## src/rtl/piradma_mm2s_burst_gen.sv

```systemverilog
// Splits per-descriptor MM2S read commands into AXI4 INCR read bursts that stay inside 4 KB pages,
// with an outstanding-burst limit tracked from R-channel last beats.
module piradma_mm2s_burst_gen #(
  parameter int unsigned ADDR_WIDTH      = 32,
  parameter int unsigned LEN_WIDTH       = 32,
  parameter int unsigned DATA_BYTES      = 8,
  parameter int unsigned MAX_BURST       = 16,
  parameter int unsigned MAX_OUTSTANDING = 4
) (
  input  logic                  aclk,
  input  logic                  areset,
  input  logic                  cmd_tvalid,
  output logic                  cmd_tready,
  input  logic [ADDR_WIDTH-1:0] cmd_addr,
  input  logic [LEN_WIDTH-1:0]  cmd_len,
  output logic [ADDR_WIDTH-1:0] m_araddr,
  output logic [7:0]            m_arlen,
  output logic [2:0]            m_arsize,
  output logic [1:0]            m_arburst,
  output logic                  m_arvalid,
  input  logic                  m_arready,
  input  logic                  m_rvalid,
  input  logic                  m_rready,
  input  logic                  m_rlast,
  output logic                  busy,
  output logic                  done
);

  localparam int unsigned SizeLg = $clog2(DATA_BYTES);
  localparam int unsigned OutW   = $clog2(MAX_OUTSTANDING + 1);

  typedef enum logic [2:0] {StIdle, StCalc, StIssue, StDrain, StDone} state_e;

  state_e                state_q, state_d;
  logic [ADDR_WIDTH-1:0] cur_addr_q, cur_addr_d;
  logic [ADDR_WIDTH-1:0] araddr_q, araddr_d;
  logic [LEN_WIDTH-1:0]  rem_beats_q, rem_beats_d;
  logic [8:0]            beats_q, beats_d;
  logic [7:0]            arlen_q, arlen_d;
  logic [OutW-1:0]       out_q, out_d;

  logic [LEN_WIDTH-1:0]  cmd_beats;
  logic [12:0]           page_beats;
  logic [8:0]            burst_lim;
  logic                  ar_hs, r_last_hs;

  // Round up by adding the "any partial beat" bit, so an all-ones length cannot overflow.
  assign cmd_beats  = (cmd_len >> SizeLg)
                    + LEN_WIDTH'((cmd_len & LEN_WIDTH'(DATA_BYTES - 1)) != '0);
  assign page_beats = (13'd4096 - {1'b0, cur_addr_q[11:0]}) >> SizeLg;

  assign m_arvalid  = (state_q == StIssue) && (out_q < OutW'(MAX_OUTSTANDING));
  assign ar_hs      = m_arvalid & m_arready;
  assign r_last_hs  = m_rvalid & m_rready & m_rlast & (out_q != '0);

  always_comb begin
    burst_lim = 9'(MAX_BURST);
    if (page_beats < {4'd0, burst_lim}) burst_lim = page_beats[8:0];
  end

  always_comb begin
    unique case ({ar_hs, r_last_hs})
      2'b10:   out_d = out_q + 1'b1;
      2'b01:   out_d = out_q - 1'b1;
      default: out_d = out_q;
    endcase
  end

  always_comb begin
    state_d     = state_q;
    cur_addr_d  = cur_addr_q;
    rem_beats_d = rem_beats_q;
    beats_d     = beats_q;
    araddr_d    = araddr_q;
    arlen_d     = arlen_q;
    unique case (state_q)
      StIdle: begin
        if (cmd_tvalid) begin
          cur_addr_d  = cmd_addr & ~ADDR_WIDTH'(DATA_BYTES - 1);
          rem_beats_d = cmd_beats;
          state_d     = (cmd_beats == '0) ? StDone : StCalc;
        end
      end
      StCalc: begin
        beats_d  = (rem_beats_q < LEN_WIDTH'(burst_lim)) ? rem_beats_q[8:0] : burst_lim;
        araddr_d = cur_addr_q;
        arlen_d  = 8'(beats_d - 9'd1);
        state_d  = StIssue;
      end
      StIssue: begin
        if (ar_hs) begin
          cur_addr_d  = cur_addr_q + (ADDR_WIDTH'(beats_q) << SizeLg);
          rem_beats_d = rem_beats_q - LEN_WIDTH'(beats_q);
          state_d     = (rem_beats_q == LEN_WIDTH'(beats_q)) ? StDrain : StCalc;
        end
      end
      // Look at the next count so the final rlast moves straight to DONE.
      StDrain: if (out_d == '0) state_d = StDone;
      StDone:  state_d = StIdle;
      default: state_d = StIdle;
    endcase
  end

  always_ff @(posedge aclk or posedge areset) begin
    if (areset) begin
      state_q     <= StIdle;
      cur_addr_q  <= '0;
      rem_beats_q <= '0;
      beats_q     <= '0;
      araddr_q    <= '0;
      arlen_q     <= '0;
      out_q       <= '0;
    end else begin
      state_q     <= state_d;
      cur_addr_q  <= cur_addr_d;
      rem_beats_q <= rem_beats_d;
      beats_q     <= beats_d;
      araddr_q    <= araddr_d;
      arlen_q     <= arlen_d;
      out_q       <= out_d;
    end
  end

  assign cmd_tready = (state_q == StIdle);
  assign busy       = (state_q != StIdle);
  assign done       = (state_q == StDone);
  assign m_araddr   = araddr_q;
  assign m_arlen    = arlen_q;
  assign m_arsize   = 3'(SizeLg);
  assign m_arburst  = 2'b01;

endmodule

```

## config.mk

```make
export PLATFORM = sky130hd
export DESIGN_NAME = piradma_mm2s_burst_gen
export DESIGN_NICKNAME = d
export VERILOG_FILES = /design/src/rtl/piradma_mm2s_burst_gen.sv
export SDC_FILE = /design/constraint.sdc
export NUM_CORES = 1
export LEC_CHECK = 0
export CAP_MARGIN = 15
export CORE_MARGIN = 2
export CORE_UTILIZATION = 28
export CTS_BUF_LIST = sky130_fd_sc_hd__clkbuf_16
export CTS_CLUSTER_SIZE = 20
export DETAILED_ROUTE_END_ITERATION = 7
export PLACE_DENSITY_LB_ADDON = 0.12
export SLEW_MARGIN = 20
export SYNTH_ARGS = -nofsm -noshare
export SYNTH_HDL_FRONTEND = slang
export SYNTH_SLANG_ARGS = --single-unit
```

## constraint.sdc

```tcl
create_clock -name aclk -period 6.1 [get_ports aclk]
set_input_delay 1.83 -clock aclk [delete_from_list [all_inputs] [get_ports aclk]]
set_output_delay 1.83 -clock aclk [all_outputs]
set_load 0.01 [all_outputs]
```

* Word-level counts from Yosys, hierarchy flattened
Index checks and enable logic that the tools add are counted.
Operators by class: add/subtract/negate cells 7, $lt $le $gt $ge 3, equality and inequality tests 10, mux-type cells 15, bitwise logic cells 4, reductions and logical operators 10
Operators with widths (number):
- $mux W32 | 4
- $pmux W32 S2 | 2
- $add A32 B12 Y32 | 1
- $eq A32 B9 Y1 | 1
- $logic_not A32 Y1 | 1
- $lt A32 B9 Y1 | 1
- $reduce_bool A32 Y1 | 1
- $sub A32 B9 Y32 | 1
- $add A29 B1 Y30 | 1
- $mux W9 | 2
- $sub A13 B12 Y13 const A | 1
- $mux W3 | 4
- $pmux W3 S4 | 1
- $lt A10 B5 Y1 const B | 1
- $sub A8 B1 Y8 const B | 1
- $eq A3 B2 Y1 const B | 2
- $logic_not A3 Y1 | 2
- $ne A2 B2 Y1 const B | 3
- $pmux W3 S2 | 1
- $reduce_and A3 Y1 | 2
- $reduce_bool A3 Y1 | 2
- $and A1 B1 Y1 | 4
- $add A3 B1 Y3 const B | 1
- $eq A3 B1 Y1 const B | 1
- other kinds (8) | 8
Storage, ports and cells: flip-flop bits (word level) 119, input bits 71, output and inout bits 49, logic and storage cells 56

* Longest topological paths before layout
Gate-level depths: netlist of run 1.
depth after elaboration 8, depth in mapped cells 20, mapped depth without buffers 19

* Least setup slack after synthesis of run 1
OpenSTA, ideal clock, no wires.
path type input port to flip-flop, from in cmd_len[1], to reg state_q[0], library setup time 0.126 ns, arrival 4.338 ns, data required time 5.974 ns, slack 1.636 ns, stages on the path 10, cells stage by stage or3_1 > ha_1 > ha_1 > nand4_1 > clkbuf_1 > a211oi_1 > or4_1 > nor4_1 > nand2_1 > o32a_1
Between the ends: cells in the longest elaborated chain, start to end 6
Ends and longest elaborated chain:
- from (decl) | RTL line 15 | input logic [LEN_WIDTH-1:0] cmd_len,
- $reduce_bool A32 Y1 | RTL line 49 | + LEN_WIDTH'((cmd_len & LEN_WIDTH'(DATA_BYTES - 1)) != '0);
- $add A29 B1 Y30 | RTL line 49
- $logic_not A32 Y1 | RTL line 81 | state_d = (cmd_beats == '0) ? StDone : StCalc;
- $mux W3 | RTL line 81
- $mux W3 | RTL line 78 | if (cmd_tvalid) begin
- $pmux W3 S4 | RTL line 76 | unique case (state_q)
- to (signal assigned) | RTL line 106 | state_q <= StIdle;
- to (signal assigned) | RTL line 114 | state_q <= state_d;
- to (decl) | RTL line 34 | state_e state_q, state_d;
Every way passes these cells. The select of a mux whose other input is x is not followed. A chain may end at the register's enable or synchronous reset.

* Worst setup path in the final report of run 1
from reg cur_addr_q[3], to reg arlen_q[4], in the netlist m_arlen[4]
Between the ends: cells in the longest elaborated chain, start to end 6
Ends and longest elaborated chain:
- from (decl) | RTL line 35 | logic [ADDR_WIDTH-1:0] cur_addr_q, cur_addr_d;
- from (signal assigned) | RTL line 115 | cur_addr_q <= cur_addr_d;
- $sub A13 B12 Y13 (*) | RTL line 50 | assign page_beats = (13'd4096 - {1'b0, cur_addr_q[11:0]}) >> SizeLg;
- $lt A10 B5 Y1 | RTL line 58 | if (page_beats < {4'd0, burst_lim}) burst_lim = page_beats[8:0];
- $mux W9 (*) | RTL line 58
- $lt A32 B9 Y1 | RTL line 85 | beats_d = (rem_beats_q < LEN_WIDTH'(burst_lim)) ? rem_beats_q[8:0] : burst_lim;
- $mux W9 (*) | RTL line 85
- $sub A8 B1 Y8 (*) | RTL line 87 | arlen_d = 8'(beats_d - 9'd1);
- to (signal assigned) | RTL line 119 | arlen_q <= arlen_d;
- to (decl) | RTL line 39 | logic [7:0] arlen_q, arlen_d;
Every way passes the cells marked *; elsewhere a longest branch is shown, timed or not.

==> reports/qor.yml, run 1 <==
status: "complete, no violations"
post_cts_buffers: 0
critPathCaptureType: "flop"
grt_use_met1: 0.248
grt_overflow: 0
finalWirelength_um: 24300
globalRouteTotalUtil: 0.172
cts_tree: "yes"
insertedDiodeCount: 0
hold_path.class: "reg -> reg"
sw_frac_of_total: 0.430
synth.avg_cell_area_um2: 8.25
first_pass_iters: 5
pwr-share-comb: 0.471
p_clk_frac: 0.227
place_ws_ns: 0.616
final_hold_viol_count: 0
clock_latency_ns: 0.42
fin_skew_ns: 0.0115
r2r_start: "cur_addr_q[3]"
path_depth: 20
leakage_nw: 3.98
min_path_cells: 2
initial_core_util: 0.285
place_hpwl_um: 17300
r2r-end: "m_arlen[4]"
worstHoldStart: "m_araddr[9]"
root_buffer: "clkbuf_16"
clock-sinks: 113
cts_buffer_depth: 2
core-area_um2: 27900
max_freq_mhz: 195
drive_above_1_share: 0.0668
ys_warn_count: 0
cts_buffers: 17
fin_crit_sh: 0.839
setup_ws_ns: 0.983
min_to: "m_araddr[9]"
grt_antenna_before_repair: 0
synthArstFlopShare: 1.00
drc: 0
drtAntennaViolNets: 0
cts_resized: 0
worstPathRequired_ns: 6.42
report.final.setup_viol: 0
synth_flop_cell: "dfrtp_1"
layout_common_cells: "nand2_1 (166), dfrtp_1 (113), clkdlybuf4s50_1 (108), o21ai_0 (60), nor2_1 (55)"
path_delay_family: "simple AND/OR/NAND/NOR gates"
cts_max_level: 4
via_per_inst: 5.02
yosysTopAreaCell: "dfrtp_1"
drt_iter0_drc: 455
ir_drop_v: 0.000234
hold_buffers: 0
p_per_area_nw_per_um2: 480
grt_util_met3: 0.0263
r2r_cells: 20
fin_hold_ws_ns: 0.470
grt_max_degree: 71
grt_pass1_vias: 7184
nNetsFinal: 1156
fin_crit_ns: 5.12
max_stage_delay_ns: 0.67
power.total_mw: 4.77
yosysTopAreaCellShare: 0.357
p_int_mw: 2.72
dr_total_vias: 7235
ys_seq_elements: 113
die_w_um: 172
path_max_fanout: 19
setup_tns_ns: 0
placementRows: 61
dieArea_um2: 29700
syn_area_um2: 7930
yosysSeqAreaShare: 0.357
ys_types: 73
p_sw_mw: 2.05
port_buffers: 108
place.gp.congestion: 0.806
final_common_cell: "nand2_1"
slowest_stage: "and3_1"
slew_violations: 0
die_h_um: 172
rsz0062_at_grt: "no"
use_met2: 0.273
rrSetupSlack_ns: 0.98
cap_violations: 0
ios: 120
start_kind: "flop"
slew_headroom: 0.372
arrival_ns: 5.43
crit_path_frequent_cell: "ha_1"
synth_edf_count: 0
setup.worst_path.class: "reg -> reg"
tightest_slew_ns: 0.941
syn_to_final_growth_pct: 25.4
worstPathCellList: "inv_1 -> ha_1 -> or3b_2 -> a211o_1 -> a21boi_1 -> buf_4 -> nand2_1 -> ha_1 -> nor2_1 -> nand4_1 -> o21ai_0 -> a21o_1 -> and3_1 -> mux2_2 -> ha_1 -> nor2b_1 -> nor2b_1 -> xnor2_1 -> and2_1 -> o31ai_1"
synthCells: 961
grt_pass1_wl_um: 39600
pwr-share-seq: 0.302
cts.clk_slew.worst_paths_ns: 0.06
avgRoutedWirePerCell_um: 16.8
path_buf_inv: 2
top_usage_layer: "met2"
synth_area_leaders: "dfrtp_1 (36%), nand2_1 (7.9%), ha_1 (5.1%)"
==> layout make-up <==
| cell class | count | area (um^2) |
|---|---|---|
| Tap cell | 378 | 473 |
| Sequential cell | 113 | 2830 |
| Clock inverter | 15 | 205 |
| Multi-Input combinational cell | 762 | 4690 |
| Timing Repair Buffer | 122 | 1190 |
| Clock buffer | 17 | 425 |
| Fill cell | 2911 | 17900 |
| Inverter | 34 | 130 |
==> cells by family (layout without fill, tap and decap cells) <==
family          Yosys count  count (layout)  share of synthesized area
compound gates          226             226                      0.185
xor+xnor                 55              55                     0.0608
flops                   113             113                      0.357
mux                      18              18                     0.0237
buf+inv                  96             188                     0.0576
simple gates            416             416                      0.258
fa+ha+maj                35              35                     0.0581
other cells               2              12                   0.000947
==> worst max-delay path by stage <==
stage	from	end
floorplan	areset	beats_q[0]
global placement	cmd_len[0]	state_q[0]
detailed placement	cmd_len[0]	state_q[0]
CTS	cur_addr_q[3]	m_arlen[4]
global route	cur_addr_q[4]	m_arlen[4]
finish	cur_addr_q[3]	m_arlen[4]
==> metal layers <==
layer,share of wire,vias to the layer above,routed length [um]
met4,0.0089,0,216
met3,0.038,17,915
met1,0.51,3415,12400
met2,0.44,171,10700
li1,-,3632,-
met5,0,-,0
==> flip-flops by register name (all words and copies together) (netlist names) <==
name	count
m_arlen	8
cur_addr_q	29
out_q	3
rem_beats_q	32
beats_q	9
m_araddr	29
state_q	3
==> tightest hold or removal path, delay by kind of cell, from the launching register on <==
family           cells  cell delay [ns]
AND/OR/NAND/NOR      2             0.10
flip-flops           1             0.34
==> through the flow <==
stage	utilization	cell area, um^2	instances
2_1_floorplan	-	7970	971
3_5_place_dp	0.334	9310	1409
6_report	0.357	9940	1441
3_3_place_gp	0.334	9310	1409
4_1_cts	0.357	9940	1441
5_1_grt	0.357	9940	1441
==> power by group through the flow <==
stage | Clock (mW) | Combinational (mW) | Sequential (mW)
floorplan | 0 | 1.55 | 1.37
global placement | 0 | 2.24 | 1.45
detailed placement | 0 | 2.26 | 1.45
CTS | 1.11 | 2.27 | 1.44
global route | 1.14 | 2.56 | 1.50
finish | 1.08 | 2.25 | 1.44
==> synth_stat cells (15+ instances only) <==
cell type and instances:
nand4_1 16, nand3_1 35, ha_1 32, mux2i_1 15
xnor2_1 27, nor3_1 45, clkbuf_1 44, nor2_1 55
o21ai_0 60, xor2_1 28, a211oi_1 15, dfrtp_1 113
a21oi_1 49, inv_1 33, nand2_1 166
No activity file was read; power rests on OpenSTA's default activity.
==> inputs of run 2 (changes only) <==
Clock period 6.1 ns to 4.9 ns, I/O delays scaled along.
==> run 2 against run 1 <==
Against the previous run:
- sequential share of layout area is 0.31 points lower
- non-clock buffer count up 14
- combinational power up 25%
- largest cell class unchanged
- clock skew shrank 0.0028 ns
- setup slack worse by 0.62 ns
- design area is 1.1% higher
- wire length increased by 0.22%
- first-iteration DRC count is 2.6% lower
==> reports/qor.yml, run 2 (synthesis gave the netlist of run 1 again) <==
rsz0062_at_grt: "no"
setup_tns_ns: 0  # unchanged
clock_latency_ns: 0.42  # about the same
ir_drop_v: 0.000304  # +30%
path_max_fanout: 9  # -10
first_pass_iters: 4  # -1
setup.worst_path.class: "reg -> reg"
avgRoutedWirePerCell_um: 16.7  # -0.74%
die_w_um: 172  # unchanged
grt_max_degree: 52  # -27%
via_per_inst: 5.00  # -0.35%
worstPathRequired_ns: 5.22  # -1.20 ns
report.final.setup_viol: 0  # unchanged
placementRows: 61  # unchanged
max_stage_delay_ns: 0.48  # -0.19 ns
final_common_cell: "nand2_1"
ios: 120  # unchanged
core-area_um2: 27900  # unchanged
critPathCaptureType: "flop"
slowest_stage: "or3b_2"
arrival_ns: 4.85  # -0.58 ns
slew_headroom: 0.430  # +0.0579
globalRouteTotalUtil: 0.173  # +0.00107
grt_antenna_before_repair: 0  # unchanged
max_freq_mhz: 221  # +13%
grt_pass1_wl_um: 39700  # +0.32%
drtAntennaViolNets: 0  # unchanged
drt_iter0_drc: 443  # -2.6%
path_delay_family: "simple AND/OR/NAND/NOR gates"
finalWirelength_um: 24300  # +0.22%
dr_total_vias: 7280  # +0.62%
cts.clk_slew.worst_paths_ns: 0.06  # about the same
layout_common_cells: "nand2_1 (166), dfrtp_1 (113), clkdlybuf4s50_1 (108), o21ai_0 (60), nor2_1 (55)"
grt_pass1_vias: 7317  # +1.9%
syn_to_final_growth_pct: 26.8
place.gp.congestion: 0.782  # -3.0%
cts_tree: "yes"
top_register: "rem_beats_q"
start_kind: "flop"
die_h_um: 172  # unchanged
status: "complete, no violations"
drive_above_1_share: 0.0808  # +0.0140
dieArea_um2: 29700  # unchanged
port_buffers: 108  # unchanged
p_per_area_nw_per_um2: 589  # +23%
hold_path.class: "reg -> reg"
fin_crit_ns: 4.53  # -0.585 ns
fin_skew_ns: 0.00871  # -0.00280 ns
insertedDiodeCount: 0  # unchanged
cap_violations: 0  # unchanged
fin_crit_sh: 0.925  # +0.0861
nNetsFinal: 1170  # +1.2%
place_hpwl_um: 17600  # +1.8%
initial_core_util: 0.285  # unchanged
drc: 0  # unchanged
power.total_mw: 5.92  # +24%
post_cts_buffers: 0  # unchanged
root_buffer: "clkbuf_16"
cts_buffers: 17  # unchanged
fillCellCount: 2925  # +0.48%
cts_max_level: 4  # unchanged
grt_overflow: 0  # unchanged
largest_reg_flops: 32  # unchanged
cts_buffer_depth: 2  # unchanged
leakage_nw: 4.05  # +1.8%
worstPathCellList: "inv_2 -> ha_1 -> or3b_2 -> a211o_1 -> a21boi_1 -> buf_4 -> nand2_1 -> ha_1 -> o21ai_0 -> a21oi_1 -> o21ai_0 -> a21o_1 -> and3_1 -> mux2_2 -> ha_1 -> nor2b_1 -> nor2b_1 -> xnor2_1 -> and2_1 -> o31ai_1"
clock-sinks: 113  # unchanged
slew_violations: 0  # unchanged
hold_buffers: 0  # unchanged
final_hold_viol_count: 0  # unchanged
crit_path_frequent_cell: "ha_1"
tightest_slew_ns: 0.849  # -0.0919 ns
path_buf_inv: 2  # unchanged
[run 2: timing repair]
| action | in CTS | in global routing |
|---|---|---|
| resized for setup | 0 | 1 |
| setup endpoints to repair | 0 | 1 |
| hold endpoints to repair | 0 | 0 |
[run 2: worst paths after layout]
| kind | slack, ns | end | cells after the start | start |
|---|---|---|---|---|
| max | 0.37 | m_arlen[4] | 20 | cur_addr_q[3] |
| min | 0.47 | m_araddr[18] | 2 | m_araddr[18] |
| max reg2reg | 0.37 | m_arlen[4] | 20 | cur_addr_q[3] |
| min reg2reg | 0.47 | m_araddr[18] | 2 | m_araddr[18] |
| max in group asynchronous | 2.72 | beats_q[1] | 3 | areset |
| min in group asynchronous | 1.47 | cur_addr_q[22] | 2 | areset |
[run 2: worst reg2reg max path: cells and delay by family (launching register included)]
kind / cells / cell delay, ns
AND/OR/NAND/NOR: 6 / 1.33
AO/OA/AOI/OAI: 7 / 1.16
adder cells (fa/ha/maj): 3 / 0.68
flip-flops: 1 / 0.46
multiplexers: 1 / 0.37
buffers and inverters: 2 / 0.32
XOR/XNOR: 1 / 0.13
[run 2: report_power, final]
| group | internal [mW] | total (mW) | switching (mW) |
|---|---|---|---|
| Combinational | 1.21 | 2.82 | 1.61 |
| Clock | 0.805 | 1.30 | 0.491 |
| Sequential | 1.35 | 1.80 | 0.453 |
| Total | 3.36 | 5.92 | 2.56 |
[run 2: final cells by class]
class / count / area, um^2 / share of cell area
clock inverter: 15 / 185 / 0.0184
tap: 378 / 473 / 0.0471
clock buffer: 17 / 425 / 0.0423
multi-input combinational: 762 / 4690 / 0.467
inverter: 34 / 130 / 0.0129
sequential: 113 / 2830 / 0.281
timing repair buffer: 136 / 1320 / 0.131
[run 2: per-layer routing]
| layer | GRT usage | vias to the layer above | routed length [um] |
|---|---|---|---|
| li1 | - | 3671 | - |
| met1 | 0.245 | 3421 | 12200 |
| met3 | 0.0282 | 14 | 955 |
| met5 | 0 | - | 0 |
| met4 | 0.0376 | 0 | 194 |
| met2 | 0.276 | 174 | 11000 |
[run 2: metrics by stage]
stage          instance area, um^2  utilization  instances  worst slack (ns)  hold slack (ns)
6_report                     10000        0.361       1455             0.368            0.469
5_1_grt                      10000        0.361       1455            0.0491            0.495
4_1_cts                      10000        0.361       1455             0.306            0.478
3_5_place_dp                  9440        0.339       1423             0.256            0.463
3_3_place_gp                  9440        0.339       1423             0.262            0.459
2_1_floorplan                 7970            -        971             0.443            0.451
==> inputs of run 3 (changes only) <==
Settings changed: CELL_PAD_IN_SITES_DETAIL_PLACEMENT set to 1, CELL_PAD_IN_SITES_GLOBAL_PLACEMENT set to 1, CORE_UTILIZATION 28 to 41.
==> run 3 against run 2 <==
Against the previous run:
- hold slack improved by 0.0012 ns
- sequential cell count unchanged
- clock power is 16% lower
- core utilization increased by 16 points
- sequential share of layout area is 0.91 points higher
- count of clock-buffer cells in the layout unchanged
- non-clock buffer count is 6 lower
- wire length is 2.1% lower
- critical path type unchanged
- critical endpoint unchanged
==> reports/qor.yml, run 3 (synthesis gave the netlist of run 1 again) <==
ios: 120  # unchanged
grt_antenna_before_repair: 0  # unchanged
final_hold_viol_count: 0  # unchanged
dr_total_vias: 7491  # +2.9%
path_buf_inv: 2  # unchanged
slew_violations: 0  # unchanged
tightest_slew_ns: 0.924  # +0.0742 ns
setup_tns_ns: 0  # unchanged
max_stage_delay_ns: 0.48  # about the same
fin_crit_ns: 4.51  # -0.0235 ns
top_register: "rem_beats_q"
grt_pass1_wl_um: 39400  # -0.87%
clock-sinks: 113  # unchanged
fin_crit_sh: 0.920  # -0.00479
dieArea_um2: 20500  # -31%
largest_reg_flops: 32  # unchanged
fin_skew_ns: 0.00962  # +0.000909 ns
hold_buffers: 0  # unchanged
critPathCaptureType: "flop"
place.gp.congestion: 0.908  # +16%
final_common_cell: "nand2_1"
cp-startpoint: "cur_addr_q[3]"
cts.clk_slew.worst_paths_ns: 0.05  # about the same
port_buffers: 108  # unchanged
cap_violations: 0  # unchanged
rrSetupSlack_ns: 0.39  # +0.02 ns
start_kind: "flop"
drtAntennaViolNets: 0  # unchanged
report.final.setup_viol: 0  # unchanged
avgRoutedWirePerCell_um: 18.0  # +7.4%
grt_overflow: 0  # unchanged
r2r_cells: 20  # unchanged
grt_pass1_vias: 7733  # +5.7%
grt_max_degree: 61  # +17%
pwr-share-comb: 0.494  # +0.017
first_pass_iters: 5  # +1
drive_above_1_share: 0.0703  # -0.0105
p_per_area_nw_per_um2: 587  # -0.32%
max_freq_mhz: 222  # +0.52%
drt_iter0_drc: 394  # -11%
r2r-end: "m_arlen[4]"
drc: 0  # unchanged
syn_to_final_growth_pct: 22.8
setup.worst_path.class: "reg -> reg"
path_delay_family: "simple AND/OR/NAND/NOR gates"
placementRows: 50  # -18%
cts_tree: "yes"
finalWirelength_um: 23800  # -2.1%
cts_buffers: 17  # unchanged
globalRouteTotalUtil: 0.243  # +0.0702
worstPathCellList: "inv_2 -> ha_1 -> or3b_2 -> a211o_1 -> a21boi_1 -> buf_4 -> nand2_1 -> ha_1 -> o21ai_0 -> a21oi_1 -> o21ai_1 -> a21o_1 -> and3_2 -> mux2_4 -> ha_1 -> nor2b_1 -> nor2b_1 -> xnor2_1 -> and2_1 -> o31ai_1"
ir_drop_v: 0.000226  # -26%
p_sw_mw: 2.52  # -1.5%
cts_buffer_depth: 2  # unchanged
core-area_um2: 18800  # -32%
insertedDiodeCount: 0  # unchanged
path_depth: 20  # unchanged
r2r_start: "cur_addr_q[3]"
p_int_mw: 3.20  # -4.9%
rsz0062_at_grt: "no"
die_h_um: 143  # -17%
via_per_inst: 5.65  # +13%
place_hpwl_um: 16900  # -4.0%
crit_path_frequent_cell: "ha_1"
die_w_um: 143  # -17%
status: "complete, no violations"
p_clk_frac: 0.191  # -0.028
clock_latency_ns: 0.42  # about the same
slew_headroom: 0.380  # -0.0498
hold_path.class: "reg -> reg"
sw_frac_of_total: 0.440  # +0.00846
initial_core_util: 0.421  # +0.136
layout_common_cells: "nand2_1 (166), dfrtp_1 (112), clkdlybuf4s50_1 (108), o21ai_0 (59), nor2_1 (55)"
cts_max_level: 4  # unchanged
min_path_cells: 2  # unchanged
arrival_ns: 4.83  # -0.02 ns
path_max_fanout: 9  # unchanged
worstPathRequired_ns: 5.23  # about the same
leakage_nw: 3.97  # -1.8%
root_buffer: "clkbuf_16"
slowest_stage: "or3b_2"
power.total_mw: 5.72  # -3.4%
nNetsFinal: 1164  # -0.51%
pwr-share-seq: 0.315  # +0.011
critPathCapture: "m_arlen[4]"
## run 3: cell types whose count changed in the layout (fill, tap and decap cells not counted), moves of 2 or more
cell | previous run | this run
clkinv_4 | 3 | 0
bufinv_16 | 3 | 1
clkinv_2 | 2 | 4
inv_6 | 2 | 0
buf_4 | 26 | 21
clkinvlp_4 | 4 | 1
clkinv_1 | 1 | 6
## run 3: tightest hold or removal path: stages, from the launching register on
cell	delay [ns]
dfrtp_1	0.34
nand2_1	0.05
nand2_1	0.05
## run 3: stage by stage
step                      utilization  hold slack (ns)  instance area [um^2]  setup WS [ns]  instances
after CTS                       0.517            0.477                  9730          0.249       1327
after detailed placement        0.490            0.463                  9230          0.115       1299
final                           0.517            0.470                  9740          0.391       1327
after global routing            0.517            0.495                  9740         0.0173       1327
after floorplan                     -            0.451                  7970          0.443        971
after global placement          0.490            0.461                  9230          0.126       1299
## run 3: how the worst min path moves through the flow
stage / from / end / slack (ns)
floorplan: rem_beats_q[23] / rem_beats_q[23] / 0.45
global placement: m_araddr[10] / m_araddr[10] / 0.46
detailed placement: m_araddr[31] / m_araddr[31] / 0.46
CTS: m_araddr[31] / m_araddr[31] / 0.48
global route: m_araddr[6] / m_araddr[6] / 0.50
finish: m_araddr[31] / m_araddr[31] / 0.47
## run 3: cell type report
type,count,area [um^2]
flip-flops and latches,113,2830
fillers,2238,9090
clock inverters,11,76.3
inverters,34,130
repair buffers,130,1260
multi-input cells,762,4690
well taps,260,325
clock buffers,17,425
## run 3: metal layers
layer,global-route usage,share of wire
met5,0,0
met4,0.0912,0.021
met3,0.0298,0.036
met2,0.405,0.47
met1,0.322,0.47
## run 3: timing repair
item,4_1_cts,5_1_grt
setup buffers,0,0
endpoints found under the setup margin,0,2
resized for setup,0,5
## run 3: power by group through the flow
stage          Sequential (mW)  Combinational [mW]  Clock (mW)
2_1_floorplan             1.71                1.93           0
3_3_place_gp              1.79                2.73           0
3_5_place_dp              1.81                2.82           0
4_1_cts                   1.80                2.84        1.11
5_1_grt                   1.86                3.19        1.15
6_report                  1.80                2.82        1.09
